==> config.mk <==
export PLATFORM = sky130hd
export DESIGN_NAME = leaf_user_fifo_bridge_flat
export DESIGN_NICKNAME = d
export VERILOG_FILES = /design/src/rtl/leaf_user_fifo_bridge_pkg.sv /design/src/rtl/leaf_user_fifo_bridge_if.sv /design/src/rtl/leaf_user_fifo_bridge_fifo.sv /design/src/rtl/leaf_user_fifo_bridge.sv /design/src/flat_wrapper.sv
export SDC_FILE = /design/constraint.sdc
export NUM_CORES = 1
export LEC_CHECK = 0
export CAP_MARGIN = 25
export CORE_ASPECT_RATIO = 1.4
export CORE_MARGIN = 10
export CORE_UTILIZATION = 40
export DETAILED_ROUTE_END_ITERATION = 7
export PLACE_DENSITY = 0.61
export SLEW_MARGIN = 0
export SYNTH_ARGS = -nofsm -noshare
export SYNTH_HDL_FRONTEND = slang
export SYNTH_SLANG_ARGS = --single-unit
==> constraint.sdc <==
create_clock -name clk -period 4 [get_ports clk]
set_input_delay 0.6 -clock clk [delete_from_list [all_inputs] [get_ports clk]]
set_output_delay 0.6 -clock clk [all_outputs]
set_load 0.1 [all_outputs]
==> src/rtl/leaf_user_fifo_bridge_pkg.sv <==
// Shared defaults and width helpers for the leaf user-side FIFO bridge.
package leaf_user_fifo_bridge_pkg;

  localparam int unsigned PAYLOAD_BITS_DEF = 32;
  localparam int unsigned DEPTH_BITS_DEF   = 4;

  // Occupancy must represent 0..2^depth_bits inclusive.
  function automatic int unsigned level_bits(input int unsigned depth_bits);
    return depth_bits + 1;
  endfunction

endpackage

==> src/rtl/leaf_user_fifo_bridge_if.sv <==
// Bundles the leaf-side vld/ack ports, the operator ap_fifo ports and the level taps.
interface leaf_user_fifo_bridge_if
  import leaf_user_fifo_bridge_pkg::*;
#(
  parameter int unsigned PAYLOAD_BITS = PAYLOAD_BITS_DEF,
  parameter int unsigned DEPTH_BITS   = DEPTH_BITS_DEF
);

  logic [PAYLOAD_BITS-1:0]           rx_din;
  logic                              rx_vld;
  logic                              rx_ack;
  logic [PAYLOAD_BITS-1:0]           op_dout;
  logic                              op_empty_n;
  logic                              op_read;
  logic [PAYLOAD_BITS-1:0]           op_din;
  logic                              op_write;
  logic                              op_full_n;
  logic [PAYLOAD_BITS-1:0]           tx_dout;
  logic                              tx_vld;
  logic                              tx_ack;
  logic [level_bits(DEPTH_BITS)-1:0] rx_level;
  logic [level_bits(DEPTH_BITS)-1:0] tx_level;

  modport master (
    output rx_din, rx_vld, op_read, op_din, op_write, tx_ack,
    input  rx_ack, op_dout, op_empty_n, op_full_n, tx_dout, tx_vld, rx_level, tx_level
  );

  modport slave (
    input  rx_din, rx_vld, op_read, op_din, op_write, tx_ack,
    output rx_ack, op_dout, op_empty_n, op_full_n, tx_dout, tx_vld, rx_level, tx_level
  );

endinterface

==> src/rtl/leaf_user_fifo_bridge_fifo.sv <==
// FWFT FIFO with registered, run-gated full_n; ready flags never depend on push/pop.
module bridge_fifo
  import leaf_user_fifo_bridge_pkg::*;
#(
  parameter int unsigned W  = PAYLOAD_BITS_DEF,
  parameter int unsigned DB = DEPTH_BITS_DEF
) (
  input  logic                      clk,
  input  logic                      rst_n,
  input  logic                      run,
  input  logic                      push,
  input  logic [W-1:0]              din,
  output logic                      full_n,
  input  logic                      pop,
  output logic [W-1:0]              dout,
  output logic                      empty_n,
  output logic [level_bits(DB)-1:0] level
);

  localparam int unsigned      LW       = level_bits(DB);
  localparam logic [LW-1:0]    FULL_LVL = LW'(2 ** DB);

  logic [W-1:0]  mem_q [2 ** DB];
  logic [DB-1:0] wr_ptr_q, wr_ptr_d;
  logic [DB-1:0] rd_ptr_q, rd_ptr_d;
  logic [LW-1:0] level_q, level_d;
  logic          push_ok, pop_ok;

  always_comb begin
    full_n   = run & (level_q < FULL_LVL);
    empty_n  = (level_q != '0);
    push_ok  = push & full_n;
    pop_ok   = pop & empty_n;
    wr_ptr_d = wr_ptr_q + DB'(push_ok);
    rd_ptr_d = rd_ptr_q + DB'(pop_ok);
    level_d  = level_q + LW'(push_ok) - LW'(pop_ok);
    dout     = mem_q[rd_ptr_q];
    level    = level_q;
  end

  always_ff @(posedge clk or negedge rst_n) begin
    if (!rst_n) begin
      wr_ptr_q <= '0;
      rd_ptr_q <= '0;
      level_q  <= '0;
    end else begin
      wr_ptr_q <= wr_ptr_d;
      rd_ptr_q <= rd_ptr_d;
      level_q  <= level_d;
    end
  end

  // Storage is left unreset; contents are only visible while level is non-zero.
  always_ff @(posedge clk) begin
    if (push_ok) mem_q[wr_ptr_q] <= din;
  end

endmodule

==> src/rtl/leaf_user_fifo_bridge.sv <==
// Elastic RX/TX buffering between the leaf interface vld/ack ports and an ap_fifo operator.
module leaf_user_fifo_bridge
  import leaf_user_fifo_bridge_pkg::*;
#(
  parameter int unsigned PAYLOAD_BITS = PAYLOAD_BITS_DEF,
  parameter int unsigned DEPTH_BITS   = DEPTH_BITS_DEF
) (
  input  logic                    clk,
  input  logic                    reset,
  leaf_user_fifo_bridge_if.slave  bus
);

  logic run_q, run_d;

  // Holds both accept flags low until one clean edge after reset release.
  always_comb run_d = 1'b1;

  always_ff @(posedge clk or negedge reset) begin
    if (!reset) run_q <= 1'b0;
    else        run_q <= run_d;
  end

  bridge_fifo #(
    .W  (PAYLOAD_BITS),
    .DB (DEPTH_BITS)
  ) u_rx_fifo (
    .clk     (clk),
    .rst_n   (reset),
    .run     (run_q),
    .push    (bus.rx_vld),
    .din     (bus.rx_din),
    .full_n  (bus.rx_ack),
    .pop     (bus.op_read),
    .dout    (bus.op_dout),
    .empty_n (bus.op_empty_n),
    .level   (bus.rx_level)
  );

  bridge_fifo #(
    .W  (PAYLOAD_BITS),
    .DB (DEPTH_BITS)
  ) u_tx_fifo (
    .clk     (clk),
    .rst_n   (reset),
    .run     (run_q),
    .push    (bus.op_write),
    .din     (bus.op_din),
    .full_n  (bus.op_full_n),
    .pop     (bus.tx_ack),
    .dout    (bus.tx_dout),
    .empty_n (bus.tx_vld),
    .level   (bus.tx_level)
  );

endmodule

==> src/flat_wrapper.sv <==
// flat-port wrapper written by rule: the top's interface ports become plain ports
module leaf_user_fifo_bridge_flat import leaf_user_fifo_bridge_pkg::*;
#(
  parameter int unsigned PAYLOAD_BITS = PAYLOAD_BITS_DEF,
  parameter int unsigned DEPTH_BITS   = DEPTH_BITS_DEF
)
  (clk, reset, bus_rx_din, bus_rx_vld, bus_op_read, bus_op_din, bus_op_write, bus_tx_ack, bus_rx_ack, bus_op_dout, bus_op_empty_n, bus_op_full_n, bus_tx_dout, bus_tx_vld, bus_rx_level, bus_tx_level);
  leaf_user_fifo_bridge_if #(.PAYLOAD_BITS(PAYLOAD_BITS), .DEPTH_BITS(DEPTH_BITS)) bus_i ();
  input  logic clk;
  input  logic reset;
  input wire logic [$bits(bus_i.rx_din)-1:0] bus_rx_din;
  input wire logic [$bits(bus_i.rx_vld)-1:0] bus_rx_vld;
  input wire logic [$bits(bus_i.op_read)-1:0] bus_op_read;
  input wire logic [$bits(bus_i.op_din)-1:0] bus_op_din;
  input wire logic [$bits(bus_i.op_write)-1:0] bus_op_write;
  input wire logic [$bits(bus_i.tx_ack)-1:0] bus_tx_ack;
  output wire logic [$bits(bus_i.rx_ack)-1:0] bus_rx_ack;
  output wire logic [$bits(bus_i.op_dout)-1:0] bus_op_dout;
  output wire logic [$bits(bus_i.op_empty_n)-1:0] bus_op_empty_n;
  output wire logic [$bits(bus_i.op_full_n)-1:0] bus_op_full_n;
  output wire logic [$bits(bus_i.tx_dout)-1:0] bus_tx_dout;
  output wire logic [$bits(bus_i.tx_vld)-1:0] bus_tx_vld;
  output wire logic [$bits(bus_i.rx_level)-1:0] bus_rx_level;
  output wire logic [$bits(bus_i.tx_level)-1:0] bus_tx_level;
  assign bus_i.rx_din = bus_rx_din;
  assign bus_i.rx_vld = bus_rx_vld;
  assign bus_i.op_read = bus_op_read;
  assign bus_i.op_din = bus_op_din;
  assign bus_i.op_write = bus_op_write;
  assign bus_i.tx_ack = bus_tx_ack;
  assign bus_rx_ack = bus_i.rx_ack;
  assign bus_op_dout = bus_i.op_dout;
  assign bus_op_empty_n = bus_i.op_empty_n;
  assign bus_op_full_n = bus_i.op_full_n;
  assign bus_tx_dout = bus_i.tx_dout;
  assign bus_tx_vld = bus_i.tx_vld;
  assign bus_rx_level = bus_i.rx_level;
  assign bus_tx_level = bus_i.tx_level;
  leaf_user_fifo_bridge #(.PAYLOAD_BITS(PAYLOAD_BITS), .DEPTH_BITS(DEPTH_BITS)) u_core (.clk(clk), .reset(reset), .bus(bus_i));
endmodule
==> metrics.log <==
INFO  metric outcome = completed
INFO  metric cp_max_fo = 31
INFO  metric finish.instance_area = 47,700 um^2
INFO  metric combPwrFrac = 0.406
INFO  metric final.hold.worst_slack = 0.538 ns
INFO  metric gp_congestion = 0.761
INFO  metric design.core.area = 99,900 um^2
INFO  metric floorplan.die.height = 396 um
INFO  metric layout-area-overhead-vs-synth = 18.1%
INFO  metric postSynthNetCount = 1,960
INFO  metric worst_slew_margin_rel = 0.323
INFO  metric p_sw_frac = 0.388
INFO  metric crit_arrival = 3.20 ns
INFO  metric yosysSeqAreaShare = 0.778
INFO  metric number_of_antenna_violating_nets_in_the_routed_design = 0
INFO  metric max_freq = 0.263 GHz
INFO  metric final_nets = 2,192
INFO  metric sum_of_negative_setup_slack = 0 ns
INFO  metric final.setup.worst_slack = 0.201 ns
INFO  metric grt_max_degree = 50
INFO  metric total_power = 37.9 mW
INFO  metric mapped_cell_area = 40,400 um^2
INFO  metric clock_sink_count = 1,051
INFO  metric peakVddDrop = 1.26 mV
INFO  metric cellPowerDensity = 795 nW/um^2
INFO  metric launching_point_of_the_worst_reg2reg_path = u_core.u_tx_fifo.level[2]$_DFF_PN0_
INFO  metric synthDistinctLibCells = 34
INFO  metric final_cell_count_no_fill = 3,509
INFO  metric end_kind = primary output
INFO  metric dp_cells = 3,317
INFO  metric grt_setup_unrepaired = false
INFO  metric detail_route.drc_violations = 0
INFO  metric route.detailed.wl_per_inst = 25.7 um
INFO  metric post_cts_resize_count = 0
INFO  metric synthArstFlopShare = 0.0257
INFO  metric grt_antenna_before_repair = 7
INFO  metric finalWirelength = 90.4 mm
INFO  metric utilization = 0.477
INFO  metric post_cts_clock_slew_at_the_launch_and_capture_registers_of_the_worst_setup_and_hold_paths = 0.07 ns
INFO  metric track_usage = 0.158
INFO  metric synth-edff-count = 1,024
INFO  metric grt_first_pass_wirelength = 134 mm
INFO  metric timing.critical_path.required = 3.40 ns
INFO  metric grt_pass1_vias = 20.4k
INFO  metric dieArea = 114,000 um^2
INFO  metric detail_route.first_pass.iterations = 5
INFO  metric placedInstanceArea = 44,500 um^2
INFO  metric postSynthRegisterBits = 1,051
INFO  metric finalSetupViolCount = 0
INFO  metric synthesis.instances = 1,868
INFO  metric clk_path_buf_depth = 3
INFO  metric htreeDepth = 3
INFO  metric ff2ff_setup_slack = 1.05 ns
INFO  metric internal_power = 23.2 mW
INFO  metric switching_power = 14.7 mW
INFO  metric io_pins = 148
INFO  metric crit_type = reg2out
INFO  metric layout.filler_cells = 8,119
INFO  metric commonest_non_fill_non_tap_cells_in_the_layout = 1,024 x edfxtp_1, 188 x mux4_2, 153 x mux2i_1
INFO  metric tritoncts.num_buffers = 100
INFO  metric cts.repair_timing.setup_buffer_count = 0
INFO  metric power.sequential.fraction = 0.349
INFO  metric power.clock.fraction = 0.245
INFO  metric final_common_cell = edfxtp_1
INFO  metric globalRoute.totalOverflow = 0
INFO  metric die_width = 289 um
INFO  metric drive_gt1_frac = 0.240
INFO  metric setup_slack_at_placement = 0.864 ns
INFO  metric row_count = 137
INFO  metric clock_latency_on_the_worst_skew_pair = 0.69 ns
INFO  metric drv_cap = 0
INFO  metric r2r_cells = 13
INFO  metric final_period_minus_worst_setup_slack = 3.80 ns
INFO  metric port_buffers = 147
INFO  metric cts_tree = yes
INFO  metric timing_worst_slew_pin_value = 1.02 ns
INFO  metric fin_crit_sh = 0.950
INFO  metric synth.avg_cell_area = 21.6 um^2
INFO  metric routed-via-count = 19.1k
INFO  metric leakage = 15.5 nW
INFO  metric worstReg2RegEnd = u_core.u_tx_fifo.level[4]$_DFF_PN0_
INFO  metric cts_hold_repair.buffers = 1
INFO  metric final.setup_skew = 0.0317 ns
INFO  metric drt_first_iter_violations = 1,448
INFO  metric timing.hold.worst.class = in2async
INFO  metric hpwlAfterDp = 53.5 mm
INFO  metric yosys_warnings = 0
INFO  metric report.final.hold_viol_count = 0
INFO  metric drt-vias-per-instance = 5.45
INFO  metric cts_root_buf = clkbuf_16
INFO  metric critical_path.startpoint_type = register
INFO  metric initial_core_util = 0.404
INFO  metric finalMaxSlewViolations = 0
INFO  metric synth-main-ff-cell = edfxtp_1
## power groups by stage
stage | clock network (mW) | registers [mW] | logic [mW]
floorplan | 0 | 13.3 | 10.9
global placement | 0 | 13.4 | 15.5
detailed placement | 0 | 13.5 | 15.6
CTS | 9.52 | 13.2 | 15.6
global route | 9.93 | 13.3 | 16.2
finish | 9.29 | 13.2 | 15.4
## per-layer routing
layer | vias to the layer above | global-route usage | wire (um)
met5 | - | 0 | 52
met1 | 10100 | 0.189 | 34400
met3 | 139 | 0.0294 | 5010
met2 | 533 | 0.282 | 48700
li1 | 8301 | - | -
met4 | 8 | 0.0519 | 2130
## flip-flops by register name (all words and copies together) (netlist names)
| signal | flops |
|---|---|
| u_core.u_tx_fifo.mem_q | 512 |
| u_core.u_tx_fifo.level | 5 |
| u_core.u_tx_fifo.wr_ptr_q | 4 |
| u_core.u_rx_fifo.mem_q | 512 |
| u_core.run_q | 1 |
| u_core.u_rx_fifo.level | 5 |
| u_core.u_rx_fifo.wr_ptr_q | 4 |
| u_core.u_rx_fifo.rd_ptr_q | 4 |
| u_core.u_tx_fifo.rd_ptr_q | 4 |
## cell type report
class                      count  area (um^2)  area share
clock buffer                 121         2580      0.0541
timing repair buffer         230         2650      0.0554
inverter                      19         71.3     0.00149
clock inverter                68          642      0.0135
multi-input combinational    698         8670       0.182
antenna                        2         5.00    0.000105
sequential                  1051        31400       0.659
tap                         1320         1650      0.0346
## Yosys cell counts (4+ instances only)
cell / n / area [um^2]
xor2_1: 8 / 70.1
nor2b_1: 28 / 175
xnor2_1: 8 / 70.1
dfrtp_1: 27 / 676
a21oi_1: 29 / 145
nand2b_1: 4 / 25.0
ha_1: 20 / 250
mux4_2: 188 / 4230
clkbuf_1: 35 / 131
edfxtp_1: 1024 / 30700
nand2_1: 38 / 143
nor3_1: 8 / 40.0
nand3_1: 6 / 30.0
a211oi_1: 25 / 188
mux2i_1: 153 / 1530
buf_1: 11 / 41.3
mux4_1: 11 / 289
o21ai_0: 32 / 160
a221oi_1: 64 / 561
buf_4: 13 / 97.6
a22oi_1: 32 / 240
buf_2: 37 / 185
inv_1: 19 / 71.3
nor2_1: 28 / 105
## critical path, cell delays in order, from the launching register on
cell,delay [ns]
dfrtp_4,0.85
buf_12,0.28
mux4_1,0.59
mux4_2,0.48
buf_4,0.25
## worst max path at each step
stage | startpoint | to | cells after the start
finish | u_core.u_rx_fifo.rd_ptr_q[0]$_DFF_PN0_ | bus_op_dout[3] | 4
global route | u_core.u_rx_fifo.rd_ptr_q[0]$_DFF_PN0_ | bus_op_dout[3] | 4
CTS | u_core.u_rx_fifo.rd_ptr_q[0]$_DFF_PN0_ | bus_op_dout[3] | 4
detailed placement | u_core.u_rx_fifo.rd_ptr_q[0]$_DFF_PN0_ | bus_op_dout[31] | 4
global placement | u_core.u_rx_fifo.rd_ptr_q[0]$_DFF_PN0_ | bus_op_dout[31] | 4
floorplan | u_core.u_rx_fifo.level[4]$_DFF_PN0_ | u_core.u_rx_fifo.mem_q[1][0]$_DFFE_PP_ | 4
## cells by family (layout without fill, tap and decap cells)
family,count (synthesis),count (layout),synth area share
AOI/OAI and AO/OA,186,186,0.0328
xor gates and xnor gates,16,16,0.00347
adders and majority gates,22,22,0.00719
buffers and inverters,119,438,0.0142
DFF,1051,1051,0.778
muxes,352,352,0.150
other,1,3,0.0000928
and+or+nand+nor,121,121,0.0144
Power figures use the tool's default switching activity.
